## src/rtl/imem_pkg.sv

```systemverilog
// Shared types and defaults for the instruction-memory access controller.
package imem_pkg;

    localparam int IMEM_ADDR_W     = 5;
    localparam int IMEM_STARVE_MAX = 4;

    typedef enum logic [1:0] {
        ST_IDLE  = 2'd0,
        ST_LOAD  = 2'd1,
        ST_FETCH = 2'd2
    } state_e;

    // Fetch steps run 0..4: addresses go out in steps 0..3, bytes return in steps 1..4.
    localparam logic [2:0] FETCH_LAST_STEP = 3'd4;

endpackage

```

## src/rtl/imem_word_asm.sv

```systemverilog
// Assembles four sequential bytes (lane 0 first) into a little-endian word that
// is only updated when the last byte arrives, so the output holds between fetches.
module imem_word_asm (
    input  logic        clk,
    input  logic        reset,
    input  logic        byte_vld_i,
    input  logic        byte_last_i,
    input  logic [7:0]  byte_i,
    output logic [31:0] word_o
);

    logic [23:0] shift_q;
    logic [31:0] word_q;

    always_ff @(posedge clk) begin
        if (reset) begin
            shift_q <= '0;
            word_q  <= '0;
        end else if (byte_vld_i) begin
            // Lower three lanes shift in from the top, so lane 0 ends at the bottom.
            shift_q <= {byte_i, shift_q[23:8]};
            if (byte_last_i) begin
                word_q <= {byte_i, shift_q};
            end
        end
    end

    assign word_o = word_q;

endmodule

```

## src/rtl/imem_access_ctrl.sv

```systemverilog
// Arbitrates a byte-wide instruction memory between a word-fetching core and a
// byte loader; fetches are issued as four sequential byte reads.
module imem_access_ctrl
    import imem_pkg::*;
#(
    parameter int ADDR_W     = IMEM_ADDR_W,
    parameter int STARVE_MAX = IMEM_STARVE_MAX
) (
    input  logic              clk,
    input  logic              reset,
    input  logic              fetch_req,
    input  logic [31:0]       fetch_pc,
    output logic              fetch_gnt,
    output logic              instr_valid,
    output logic [31:0]       instr,
    output logic              fetch_misalign,
    input  logic              ld_req,
    input  logic [ADDR_W-1:0] ld_addr,
    input  logic [7:0]        ld_data,
    output logic              ld_gnt,
    output logic [ADDR_W-1:0] mem_addr,
    output logic              mem_we,
    output logic [7:0]        mem_wdata,
    input  logic [7:0]        mem_rdata
);

    localparam int SW = $clog2(STARVE_MAX + 1);

    state_e            state_q, state_d;
    logic [2:0]        step_q, step_d;
    logic [ADDR_W-1:0] pc_q, pc_d;
    logic              pend_mis_q, pend_mis_d;
    logic [SW-1:0]     starve_q, starve_d;
    logic [ADDR_W-1:0] mem_addr_q, mem_addr_d;
    logic [7:0]        mem_wdata_q, mem_wdata_d;
    logic              mem_we_q, mem_we_d;
    logic              valid_q, valid_d;
    logic              misalign_q, misalign_d;
    logic              asm_vld, asm_last;
    logic              starve_hit;
    logic              pc_hi_unused;

    assign pc_hi_unused = ^fetch_pc[31:ADDR_W];
    assign starve_hit   = fetch_req && (starve_q == SW'(STARVE_MAX));

    always_comb begin
        // NOTE: every combinational output gets a default first so no path infers a latch.
        state_d     = state_q;
        step_d      = step_q;
        pc_d        = pc_q;
        pend_mis_d  = pend_mis_q;
        starve_d    = starve_q;
        mem_addr_d  = mem_addr_q;
        mem_wdata_d = mem_wdata_q;
        mem_we_d    = 1'b0;
        valid_d     = 1'b0;
        misalign_d  = misalign_q;
        fetch_gnt   = 1'b0;
        ld_gnt      = 1'b0;
        asm_vld     = 1'b0;
        asm_last    = 1'b0;

        case (state_q)
            ST_IDLE: begin
                if (!reset) begin
                    if (ld_req && !starve_hit) begin
                        ld_gnt      = 1'b1;
                        state_d     = ST_LOAD;
                        mem_addr_d  = ld_addr;
                        mem_wdata_d = ld_data;
                        mem_we_d    = 1'b1;
                        // A pending fetch implies the counter is below STARVE_MAX here.
                        if (fetch_req) begin
                            starve_d = starve_q + SW'(1);
                        end
                    end else if (fetch_req) begin
                        fetch_gnt  = 1'b1;
                        state_d    = ST_FETCH;
                        step_d     = '0;
                        pc_d       = fetch_pc[ADDR_W-1:0];
                        pend_mis_d = |fetch_pc[1:0];
                        mem_addr_d = fetch_pc[ADDR_W-1:0];
                        starve_d   = '0;
                    end
                end
            end
            ST_LOAD: begin
                state_d = ST_IDLE;
            end
            ST_FETCH: begin
                step_d = step_q + 3'd1;
                if (step_q < 3'd3) begin
                    mem_addr_d = pc_q + ADDR_W'(step_q + 3'd1);
                end
                asm_vld = (step_q != 3'd0);
                if (step_q == FETCH_LAST_STEP) begin
                    asm_last   = 1'b1;
                    state_d    = ST_IDLE;
                    step_d     = '0;
                    valid_d    = 1'b1;
                    misalign_d = pend_mis_q;
                end
            end
            default: begin
                state_d = ST_IDLE;
            end
        endcase
    end

    always_ff @(posedge clk) begin
        // NOTE: sequential state uses non-blocking assignments so all registers update together.
        if (reset) begin
            state_q     <= ST_IDLE;
            step_q      <= '0;
            pc_q        <= '0;
            pend_mis_q  <= 1'b0;
            starve_q    <= '0;
            mem_addr_q  <= '0;
            mem_wdata_q <= '0;
            mem_we_q    <= 1'b0;
            valid_q     <= 1'b0;
            misalign_q  <= 1'b0;
        end else begin
            state_q     <= state_d;
            step_q      <= step_d;
            pc_q        <= pc_d;
            pend_mis_q  <= pend_mis_d;
            starve_q    <= starve_d;
            mem_addr_q  <= mem_addr_d;
            mem_wdata_q <= mem_wdata_d;
            mem_we_q    <= mem_we_d;
            valid_q     <= valid_d;
            misalign_q  <= misalign_d;
        end
    end

    imem_word_asm u_word_asm (
        .clk        (clk),
        .reset      (reset),
        .byte_vld_i (asm_vld),
        .byte_last_i(asm_last),
        .byte_i     (mem_rdata),
        .word_o     (instr)
    );

    assign mem_addr       = mem_addr_q;
    assign mem_we         = mem_we_q;
    assign mem_wdata      = mem_wdata_q;
    assign instr_valid    = valid_q;
    assign fetch_misalign = misalign_q;

endmodule

```

## config.mk

```make
export PLATFORM = sky130hd
export DESIGN_NAME = imem_access_ctrl
export DESIGN_NICKNAME = d
export VERILOG_FILES = /design/src/rtl/imem_pkg.sv /design/src/rtl/imem_word_asm.sv /design/src/rtl/imem_access_ctrl.sv
export SDC_FILE = /design/constraint.sdc
export NUM_CORES = 1
export LEC_CHECK = 0
export ABC_AREA = 1
export CAP_MARGIN = 20
export CORE_ASPECT_RATIO = 0.9
export CORE_MARGIN = 2
export CORE_UTILIZATION = 35
export CTS_CLUSTER_SIZE = 16
export DETAILED_ROUTE_END_ITERATION = 12
export SYNTH_ARGS = -nofsm -noshare
export SYNTH_HDL_FRONTEND = slang
export SYNTH_SLANG_ARGS = --single-unit
```

## constraint.sdc

```tcl
create_clock -name clk -period 2.2 [get_ports clk]
set_clock_uncertainty 0.1 [all_clocks]
set_input_delay 0.44 -clock clk [delete_from_list [all_inputs] [get_ports clk]]
set_output_delay 0.44 -clock clk [all_outputs]
set_load 0.03 [all_outputs]
```

# ---- After elaboration in Yosys (flattened, before gate mapping)
# Cells that the tools add are included.
dict set report totals {
  rom_bits 0
  regBits 86
  memories 0
  mem_bits_rw 0
  latch_bits 0
  out_inout_bits 50
  inputBits 57
}
dict set report classes {
  shifts 0
  magnitude_cmp 1
  addsub 4
  mux 24
  div_mod_pow 0
  n_bitwise 2
  eq_ne 8
  reduce_logical 16
  multipliers 0
}
# operator count
set op_table {}
lappend op_table {{3-bit two-way mux} 5}
lappend op_table {{5-bit two-way mux} 3}
lappend op_table {{1-bit two-way mux} 10}
lappend op_table {{5-bit case mux with 2 select lines} 1}
lappend op_table {{2-bit AND reduction} 5}
lappend op_table {{3-bit AND reduction} 3}
lappend op_table {{2-bit != test, second input constant} 4}
lappend op_table {{3-bit by 1-bit adder with 3-bit output, second input constant} 2}
lappend op_table {{3-bit == test, second input constant} 2}
lappend op_table {{2-bit two-way mux} 3}
lappend op_table {{3-bit case mux with 2 select lines} 1}
lappend op_table {{5-bit by 4-bit adder with 5-bit output} 1}
lappend op_table {{3-bit by 1-bit adder with 4-bit output, second input constant} 1}
lappend op_table {{2-bit case mux with 2 select lines} 1}
lappend op_table {{2-bit OR reduction} 2}
lappend op_table {{3-bit by 2-bit less-than comparator with 1-bit output, second input constant} 1}
lappend op_table {{3-bit != test, second input constant} 1}
lappend op_table {{3-bit nonzero test} 1}
lappend op_table {{2-bit == test, second input constant} 1}
lappend op_table {{1-bit logical AND} 2}
lappend op_table {{2-bit zero test} 1}
lappend op_table {{1-bit inverter} 2}
lappend op_table {{2-bit nonzero test} 1}
lappend op_table {{1-bit zero test} 1}

# ---- Longest topological paths before layout
# Gate-level depths: netlist of run 1.
dict set report logic_depth {
  depth_word 7
  mapped_depth 11
}

# ---- Modules after synthesis
# From an unflattened synthesis of run 1, not the netlist that was laid out.
dict set report hier_totals {
  cells_unflattened 517
  hier_area_um2 3652.3
}
# mod n_inst area_each_um2 cells_per_inst
set by_module_without_submodules {}
lappend by_module_without_submodules {imem_word_asm 1 2152.1 307}
lappend by_module_without_submodules {imem_access_ctrl 1 1500.2 210}

# ---- Least setup slack after synthesis of run 1
# Ideal clock, no wire load.
dict set report synth_timing {
  path_type {reg-to-output}
  from {reg starve_q[0]}
  to {out ld_gnt}
  setup_slack_ns 0.243
  n_path_buf 1
  t_arrival_ns 1.417
  path_stages_with_launch 9
  cell_sequence {dfxtp_1 -> inv_1 -> ha_1 -> nand3_2 -> nand2_2 -> inv_1 -> nand2_1 -> buf_4 -> nor2_1}
}
dict set report synth_via {
  elab_chain_len 7
}
# item line
set synth_lines {}
lappend synth_lines {{start, declared} imem_access_ctrl.sv:33} ;# logic [SW-1:0] starve_q, starve_d;
lappend synth_lines {{start signal, assigned} imem_access_ctrl.sv:128} ;# starve_q <= starve_d;
lappend synth_lines {{3-bit == test} imem_access_ctrl.sv:44} ;# assign starve_hit = fetch_req && (starve_q == SW'(STARVE_MAX));
lappend synth_lines {{1-bit logical AND} imem_access_ctrl.sv:44}
lappend synth_lines {{1-bit zero test} imem_access_ctrl.sv:66} ;# if (ld_req && !starve_hit) begin
lappend synth_lines {{1-bit logical AND} imem_access_ctrl.sv:66}
lappend synth_lines {{1-bit two-way mux} imem_access_ctrl.sv:66}
lappend synth_lines {{1-bit two-way mux} imem_access_ctrl.sv:65} ;# if (!reset) begin
lappend synth_lines {{1-bit two-way mux} imem_access_ctrl.sv:63} ;# case (state_q)
lappend synth_lines {{end, declared} imem_access_ctrl.sv:20} ;# output logic ld_gnt,
# Every way passes these cells.

# ---- Final worst setup path of run 1
dict set report layout_timing {
  from {in ld_req}
  to {out ld_gnt}
}
dict set report layout_via {
  elab_chain_len 4
}
# item line
set layout_lines {}
lappend layout_lines {{start, declared} imem_access_ctrl.sv:17} ;# input logic ld_req,
lappend layout_lines {{1-bit logical AND} imem_access_ctrl.sv:66}
lappend layout_lines {{1-bit two-way mux} imem_access_ctrl.sv:66}
lappend layout_lines {{1-bit two-way mux} imem_access_ctrl.sv:65}
lappend layout_lines {{1-bit two-way mux} imem_access_ctrl.sv:63}
# Every way passes these cells.

==> results.toml, run 1 <==
[yosys]
syn-cell-area_mm2 = 0.00342
synthTopCellsByArea = "dfxtp_1, nor2_1, o21ai_0, nand2_1, nand3_1"
synth-seq-cells = 86
synth_edf_count = 0
seq_area_frac_synth_pct = 50.4
syn_inst = 462
synthFlopType = "dfxtp_1"
yosys.cell_types.count = 24
avgSynthCellArea_um2 = 7.40
synth_fp_nets = 527
yosysWarnings = 0
yosysMostFrequentCell = "nor2_1"
synth_commonest_cells = "nor2_1, dfxtp_1, o21ai_0"
ys_async_sr_fraction_pct = 0
yosys.area.top_type_share_pct = 50.4
yosys.area.top_type = "dfxtp_1"

[sta]
fmax_mhz = 475
min_period_over_period_pct = 95.6
slew_headroom_pct = 52.9
period_needed_ns = 2.10
hold_violations = 0
fin_ws_ns = 0.0958
final_max_slew_viol_count = 0
setup_viol_count_final = 0
worstMarginPinSlew_ns = 0.706

[global_routing]
grt.total_usage_pct = 16.5
grt_pass1_vias = 3004
antenna_found_initial = 0
grt_pass1_wl_um = 14100
grt_max_degree = 64
grt_remaining_overflow = 0

[finish]
syn2layout_area_growth_pct = 34.2
regArea_mm2 = 0.00172
diodes = 0
drive_gt1_share_pct = 8.24
final_nets = 606
multiInputGateArea_mm2 = 0.00149
nFillCells = 951
final_util_pct = 47.9

[placement]
port_buffers = 79
post-dp-hpwl_um = 5460
routabilityCongestion = 0.796
place_ws_ns = 0.0851

[floorplan]
fp.dieW_um = 108
die-area_mm2 = 0.0106
initial_core_util_pct = 35.7
core-area_mm2 = 0.00957
ios = 107
die_height_um = 97.8
rows = 34

[critical_path]
r2r_cells = 11
rr_startpoint = "step_q[0]$_SDFFE_PP0P_"
path_class = "input port to output pin"
crit_fanout = 4
r2r_end = "mem_addr[4]$_SDFFE_PP0P_"
cp.required_ns = 1.66
endpoint_kind = "output pin"
cp_data_arrival_time_ns = 1.56
crit_family = "buffers and inverters"
slowest_delay_ns = 0.58
slowest_stage = "clkdlybuf4s50_1"
r2r_slack_ns = 0.38
cp-start-kind = "input port"
worstPathCellList = "clkdlybuf4s50_1, nand2_4, inv_2, nand2_1, nor2_2, buf_6"
crit_buf_inv = 3

[pwr]
p_seq_share_pct = 51.9
pwr-share-comb_pct = 11.6
p_sw_share_pct = 26.6
peakVddDrop_mv = 0.387
power.share.clock_pct = 36.6
power.leakage_nw = 2.10
power_density_mw_per_mm2 = 683
switchingPower_uw = 835
cell_internal_pwr_mw = 2.30

[clocking]
cts-root-buf = "clkbuf_8"
cts.sinks = 86
cts-buffers-inserted = 9
cts.htree.levels = 3
clock_latency_ns = 0.35
post-cts-setup-buffers = 0
tritoncts = "done"
path_clk_slew_ns = 0.08
cts.path.max_buffers = 2
hold_buffers = 0
cts_resized = 0

[detailed_routing]
drt-pass1-iter-count = 4
routed_wl_um = 8310
drc = 0
drt_iter0_markers = 171
drt-vias-per-instance = 4.57
vias = 3071
antenna_left = 0
wl_per_cell_um = 12.4

[worst_hold_path]
hold_depth = 2
min_to = "mem_wdata[0]$_SDFFE_PP0P_"
hold_path_class = "flip-flop to flip-flop"
min_from = "mem_wdata[0]$_SDFFE_PP0P_"

[flow_run]
cap_viol_max_count = 0

[outcome]
outcome = "completed"
==> worst reg2reg max path: stages (launching register included) <==
cell	delay, ns
dfxtp_1	0.39
inv_1	0.09
ha_1	0.23
fa_1	0.36
inv_1	0.09
nand3_1	0.10
nand2_1	0.09
nand2_1	0.05
nand3_1	0.06
nand3_1	0.06
nand2_1	0.08
inv_1	0.03
==> how the worst max path moves through the flow <==
stage	end	cells after the start	startpoint	slack [ns]
floorplan	ld_gnt	8	starve_q[0]$_SDFFE_PP0P_	0.24
detailed placement	ld_gnt	7	fetch_req	0.09
global route	ld_gnt	8	starve_q[0]$_SDFFE_PP0P_	-0.01
finish	ld_gnt	6	ld_req	0.1
global placement	ld_gnt	6	ld_req	0.11
CTS	ld_gnt	8	starve_q[0]$_SDFFE_PP0P_	0.005
==> cells in the final DEF, fill, tap and decap left out, types with 2 or more instances in the layout <==
| cell | synthesis | routed |
|---|---|---|
| a21oi_1 | 20 | 20 |
| buf_4 | 1 | 13 |
| clkbuf_8 | 0 | 9 |
| clkdlybuf4s50_1 | 0 | 77 |
| clkinv_4 | 0 | 3 |
| dfxtp_1 | 86 | 84 |
| dfxtp_2 | 0 | 2 |
| ha_1 | 7 | 6 |
| inv_1 | 26 | 25 |
| inv_2 | 2 | 3 |
| nand2_1 | 53 | 53 |
| nand3_1 | 30 | 30 |
| nor2_1 | 140 | 139 |
| nor2_2 | 2 | 3 |
| o21ai_0 | 59 | 59 |
| o21ai_1 | 3 | 3 |
==> power by group through the flow <==
stage	sequential, mW	clock (mW)	combinational (mW)
3_3_place_gp	1.66	0	0.356
3_5_place_dp	1.66	0	0.360
5_1_grt	1.63	1.25	0.401
6_report	1.63	1.15	0.362
2_1_floorplan	1.70	0	0.163
4_1_cts	1.63	1.18	0.362
==> state kept, by name, summed over array words and instances (netlist names) <==
name and cells:
fetch_misalign 1, u_word_asm.word_o 32, u_word_asm.shift_q 24, mem_addr 5, pc_q 5, mem_we 1, mem_wdata 8, instr_valid 1
starve_q 3, state_q 2, step_q 3, pend_mis_q 1
==> area by class of cell <==
cell class | count | area share (%)
sequential | 86 | 37.6
multi-input combinational | 324 | 32.6
timing repair buffer | 92 | 19.6
tap | 126 | 3.44
clock buffer | 9 | 2.70
inverter | 28 | 2.29
clock inverter | 7 | 1.77
==> metrics by stage <==
step / total power, mW / area (um^2) / cells / setup TNS, ns / hold slack [ns]
finish: 3.13 / 4590 / 672 / 0 / 0.361
global route: 3.28 / 4590 / 672 / -0.0135 / 0.388
CTS: 3.17 / 4570 / 672 / 0 / 0.364
detailed placement: 2.02 / 4360 / 656 / 0 / 0.353
global placement: 2.02 / 4360 / 656 / 0 / 0.347
floorplan: 1.86 / 3420 / 462 / 0 / 0.341
==> logic make-up after synthesis <==
| kind of cell | Yosys count | synth area share (%) |
|---|---|---|
| fa+ha+maj | 8 | 3.15 |
| simple gates | 229 | 27.1 |
| buf+inv | 52 | 6.22 |
| flops | 86 | 50.4 |
| compound gates | 86 | 12.9 |
| xor+xnor | 1 | 0.256 |
==> per-layer routing <==
layer / up-vias / share of wire (%) / routed length, um / global-route usage, %
li1: 1629 / - / - / -
met1: 1385 / 50 / 4160 / 23.2
met2: 53 / 44 / 3680 / 24.8
met3: 4 / 4.5 / 373 / 4.61
met4: 0 / 1.1 / 95 / 4.83
met5: - / 0 / 0 / 0
Power figures use the tool's default switching activity.
==> inputs of run 2 (changes only) <==
--- a/config.mk
+++ b/config.mk
@@ -9,7 +9,11 @@
 export CAP_MARGIN = 20
+export CELL_PAD_IN_SITES_DETAIL_PLACEMENT = 2
+export CELL_PAD_IN_SITES_GLOBAL_PLACEMENT = 2
 export CORE_ASPECT_RATIO = 0.9
 export CORE_MARGIN = 2
-export CORE_UTILIZATION = 35
+export CORE_UTILIZATION = 25
 export CTS_CLUSTER_SIZE = 16
 export DETAILED_ROUTE_END_ITERATION = 12
+export GPL_ROUTABILITY_DRIVEN = 1
+export PLACE_DENSITY_LB_ADDON = 0.1
 export SYNTH_ARGS = -nofsm -noshare
==> constraint.sdc (replaced) <==
create_clock -name clk -period 2.2 [get_ports clk]
set_clock_uncertainty 0.1 [all_clocks]
set_input_delay 0.66 -clock clk [delete_from_list [all_inputs] [get_ports clk]]
set_output_delay 0.66 -clock clk [all_outputs]
set_load 0.03 [all_outputs]
==> run 2 against run 1 <==
The run now ends with setup timing left. Routed wire length is 35% higher. Final cell count is 8.3% higher. Count of clock-buffer cells in the layout is 3 higher. Global-route usage is 0.076 points lower. Core utilization is 11 points lower. First-iteration DRC count is 46% lower. Cell area is 7.4% higher. Critical endpoint is now fetch_gnt. Largest cell class unchanged. Highest routed layer unchanged.
==> results.toml, run 2 (synthesis results as in run 1) <==
[global_routing]
grt_max_degree = 58
grt_remaining_overflow = 0
grt.total_usage_pct = 16.4
antenna_found_initial = 0
grt_pass1_vias = 3609
grt_pass1_wl_um = 18900

[clocking]
tritoncts = "done"
cts.htree.levels = 3
clock_latency_ns = 0.34
hold_buffers = 0
cts-buffers-inserted = 9
cts-root-buf = "clkbuf_16"
path_clk_slew_ns = 0.06
cts.sinks = 86
cts.path.max_buffers = 2

[worst_hold_path]
hold_depth = 2
min_from = "mem_wdata[5]$_SDFFE_PP0P_"
hold_path_class = "flip-flop to flip-flop"
min_to = "mem_wdata[5]$_SDFFE_PP0P_"

[finish]
layout_common_cells = "nor2_1, dfxtp_1, clkdlybuf4s50_1"
drive_gt1_share_pct = 11.3
final_area_mm2 = 0.00492
final_common_cell = "nor2_1"
largest_reg_flops = 32
syn2layout_area_growth_pct = 44.0
final_util_pct = 36.8
diodes = 0
final_nets = 620
final_cells = 728

[floorplan]
die_height_um = 115
fp.dieW_um = 127
core-area_mm2 = 0.0134
die-area_mm2 = 0.0146
ios = 107
initial_core_util_pct = 25.6
rows = 40

[detailed_routing]
drt_iter0_markers = 93
drt-vias-per-instance = 4.58
drt-pass1-iter-count = 4
vias = 3337
routed_wl_um = 11200
wl_per_cell_um = 15.4
drc = 0
antenna_left = 0

[critical_path]
r2r_end = "mem_addr[4]$_SDFFE_PP0P_"
r2r_cells = 11
r2r_slack_ns = 0.32
cp.required_ns = 1.44
crit_fanout = 2
path_class = "input port to output pin"
rr_startpoint = "step_q[0]$_SDFFE_PP0P_"
endpoint_kind = "output pin"
cp_data_arrival_time_ns = 1.47
cp-start-kind = "input port"

[sta]
final.setup.tns_ns = -0.0463
min_period_over_period_pct = 101
final_max_slew_viol_count = 0
fmax_mhz = 448
worstMarginPinSlew_ns = 0.786
rsz0062_at_grt = "true"
setup_viol_count_final = 2
hold_violations = 0
fin_ws_ns = -0.0307
slew_headroom_pct = 47.5
period_needed_ns = 2.23

[pwr]
peakVddDrop_mv = 0.380
power.leakage_nw = 2.26
power_density_mw_per_mm2 = 743

[placement]
dp_cells = 704
port_buffers = 79
dpl-instance-area_mm2 = 0.00449
routabilityCongestion = 0.744
post-dp-hpwl_um = 7590

[flow_run]
cap_viol_max_count = 0

[outcome]
violations = "setup timing"
outcome = "finished, violations left"
==> run 2: changes by cell type in the layout (fill, tap and decap cells not counted), moves of 2 or more <==
cell | previous run | this run
buf_4 | 13 | 24
clkbuf_16 | 0 | 9
clkbuf_8 | 9 | 3
clkdlybuf4s50_1 | 77 | 72
buf_12 | 1 | 3
clkinv_4 | 3 | 1
clkinvlp_4 | 0 | 2
dlygate4sd2_1 | 0 | 2
dlymetal6s2s_1 | 0 | 2
nor2_4 | 0 | 2
==> run 2: metrics by stage <==
step | worst slack (ns) | total power [mW] | hold WS [ns]
finish | -0.0307 | 3.66 | 0.365
global route | -0.101 | 3.84 | 0.390
CTS | -0.0751 | 3.73 | 0.371
detailed placement | -0.359 | 2.06 | 0.358
global placement | -0.325 | 2.05 | 0.345
floorplan | 0.0599 | 1.86 | 0.341
==> run 2: report_power, final <==
group / switching [mW] / leakage (nW) / internal [mW]
combinational: 0.230 / 1.41 / 0.180
clock: 0.643 / 0.151 / 0.975
sequential: 0.0285 / 0.698 / 1.60
total: 0.901 / 2.26 / 2.76
==> run 2: critical path, stage by stage <==
cell	delay, ns
clkdlybuf4s15_2	0.22
nand3_4	0.09
nand2_4	0.07
buf_6	0.10
nand3_4	0.07
nor2_4	0.12
buf_12	0.13
==> run 2: layer usage <==
| layer | GRT usage, % | wire [um] | vias to the layer above |
|---|---|---|---|
| met1 | 22.1 | 5620 | 1618 |
| met3 | 4.84 | 414 | 11 |
| met2 | 26.0 | 5020 | 49 |
| met5 | 0 | 0 | - |
| met4 | 4.40 | 129 | 0 |
| li1 | - | - | 1659 |
==> run 2: worst max-delay path by stage <==
| stage | startpoint | endpoint | slack [ns] |
|---|---|---|---|
| 2_1_floorplan | fetch_req | fetch_gnt | 0.06 |
| 3_3_place_gp | fetch_req | ld_gnt | -0.33 |
| 3_5_place_dp | fetch_req | ld_gnt | -0.36 |
| 4_1_cts | starve_q[0]$_SDFFE_PP0P_ | fetch_gnt | -0.08 |
| 5_1_grt | starve_q[1]$_SDFFE_PP0P_ | fetch_gnt | -0.10 |
| 6_report | fetch_req | fetch_gnt | -0.03 |
==> run 2: area by class of cell <==
class | instances | area (um^2)
repair buffers | 106 | 1040
clock buffers | 12 | 267
flip-flops and latches | 86 | 1720
inverters | 28 | 105
clock inverters | 4 | 53.8
fillers | 1525 | 8440
well taps | 168 | 210
multi-input cells | 324 | 1530
==> run 2: timing repair <==
action,4_1_cts,5_1_grt
setup buffers,6,2
setup endpoints to repair,2,4
pin swaps,3,4
gates resized for setup,16,4
endpoints found under the hold margin,0,0
==> inputs of run 3 (changes only) <==
- CELL_PAD_IN_SITES_DETAIL_PLACEMENT: 2 -> unset
- CELL_PAD_IN_SITES_GLOBAL_PLACEMENT: 2 -> unset
- CORE_UTILIZATION: 25 -> 35
- PLACE_DENSITY_LB_ADDON: 0.1 -> 0.05
==> run 3 against run 2 <==
The run now ends clean. Register-to-register slack got worse by 0.17 ns. Final cell count fell by 5.8%. First-iteration DRC count up 2.2%. Flip-flop and latch count unchanged. Cell area is 3.5% lower. Global-route usage up 0.98 points. Sequential share of layout area grew 1.3 points. Highest routed layer unchanged.
==> results.toml, run 3 (synthesis results as in run 1) <==
[critical_path]
slowest_stage = "dfxtp_2"
cp.required_ns = 1.44
crit_fanout = 3
slowest_delay_ns = 0.34
path_class = "flip-flop to output pin"
crit_family = "flip-flops"
crit_buf_inv = 3
worstPathCellList = "inv_2, ha_4, nand3_4, nand2_4, inv_4, nand2_4, nor2_4, buf_6"
endpoint_kind = "output pin"
cp_data_arrival_time_ns = 1.38
cp-start-kind = "flip-flop"
path_common_cell = "nand2_4"

[floorplan]
fp.dieW_um = 108
die_height_um = 97.8
die-area_mm2 = 0.0106
initial_core_util_pct = 35.7
core-area_mm2 = 0.00957
rows = 34
ios = 107

[finish]
largest_reg_flops = 32
layout_common_cells = "nor2_1, dfxtp_1, clkdlybuf4s50_1"
diodes = 0
final_nets = 620
drive_gt1_share_pct = 11.8
final_common_cell = "nor2_1"
final_cells = 686
syn2layout_area_growth_pct = 39.1
final_util_pct = 49.7

[worst_hold_path]
hold_path_class = "flip-flop to flip-flop"

[clocking]
cts.htree.levels = 3
cts-root-buf = "clkbuf_8"
clock_latency_ns = 0.35
path_clk_slew_ns = 0.08
tritoncts = "done"
cts.path.max_buffers = 2
cts-buffers-inserted = 9
hold_buffers = 0
cts.sinks = 86

[sta]
setup_viol_count_final = 0
final_max_slew_viol_count = 0
hold_violations = 0
worstMarginPinSlew_ns = 0.779
fmax_mhz = 466
fin_ws_ns = 0.0552
period_needed_ns = 2.14
fin_hold_ws_ns = 0.368
min_period_over_period_pct = 97.5
slew_headroom_pct = 48.0
rsz0062_at_grt = "true"

[pwr]
power.leakage_nw = 2.21
peakVddDrop_mv = 0.448
power_density_mw_per_mm2 = 642

[placement]
post-dp-hpwl_um = 5700
routabilityCongestion = 0.780
place_ws_ns = -0.289
port_buffers = 79
dp_cells = 661

[global_routing]
grt_max_degree = 60
grt.total_usage_pct = 17.4
grt_pass1_vias = 3010
grt_pass1_wl_um = 14700
grt_remaining_overflow = 0
antenna_found_initial = 0

[detailed_routing]
drt-vias-per-instance = 4.54
antenna_left = 0
drt_iter0_markers = 95
drc = 0
drt-pass1-iter-count = 4
wl_per_cell_um = 12.5
vias = 3115
routed_wl_um = 8570

[flow_run]
cap_viol_max_count = 0

[outcome]
outcome = "completed"
run 3: cell count changes in the layout (fill, tap and decap cells not counted), moves of 2 or more:
cell and delta:
clkinv_2 +2, nand3_2 +2, nand3_1 -2, clkbuf_16 -9, clkbuf_8 +9
run 3: routing by layer:
metal | GRT usage (%) | wire length [um] | vias to the layer above
met5 | 0 | 0 | -
met4 | 4.34 | 72 | 0
met3 | 5.34 | 444 | 7
met2 | 25.6 | 3670 | 58
met1 | 24.9 | 4380 | 1389
li1 | - | - | 1661
run 3: power by group:
| part | total [mW] | internal, mW | switching, mW |
|---|---|---|---|
| Clock | 1.04 | 0.500 | 0.537 |
| Sequential | 1.63 | 1.60 | 0.0281 |
| Combinational | 0.388 | 0.173 | 0.214 |
run 3: area by class of cell:
type	instances	area, um^2
Timing Repair Buffer	106	1030
Fill cell	971	4820
Clock inverter	3	17.5
Tap cell	126	158
Clock buffer	13	169
Inverter	28	108
Multi-Input combinational cell	324	1550
Sequential cell	86	1720
run 3: what timing repair did:
action / in CTS / in global routing
pin swaps: 4 / 3
endpoints found under the setup margin: 2 / 9
cloned: 0 / 0
buffers inserted: 10 / 0
gates resized for setup: 21 / 7
run 3: worst reg2reg max path, cell delays in order (launching register included):
cell     delay (ns)
dfxtp_2        0.33
inv_2          0.07
ha_4           0.14
nand3_4        0.08
buf_4          0.14
buf_4          0.12
buf_4          0.12
buf_4          0.12
buf_4          0.12
buf_4          0.12
buf_4          0.14
nand3_2        0.05
nand2_1        0.06
nand2_1        0.07
nand3_2        0.07
nand2_1        0.07
inv_1          0.03
run 3: path summary, 6_finish.rpt:
path | startpoint | end | slack [ns] | cells after the start
setup / recovery | starve_q[0]$_SDFFE_PP0P_ | ld_gnt | 0.06 | 8
hold / removal | mem_wdata[2]$_SDFFE_PP0P_ | mem_wdata[2]$_SDFFE_PP0P_ | 0.37 | 2
setup reg to reg | starve_q[0]$_SDFFE_PP0P_ | mem_addr[2]$_SDFFE_PP0P_ | 0.15 | 16
hold reg to reg | mem_wdata[2]$_SDFFE_PP0P_ | mem_wdata[2]$_SDFFE_PP0P_ | 0.37 | 2
run 3: metrics by stage:
step / setup TNS [ns] / power (mW) / cell area [um^2]
2_1_floorplan: 0 / 1.86 / 3420
3_3_place_gp: -2.23 / 2.03 / 4420
3_5_place_dp: -2.34 / 2.03 / 4420
4_1_cts: -0.0120 / 3.10 / 4730
5_1_grt: -0.0789 / 3.21 / 4750
6_report: 0 / 3.05 / 4750
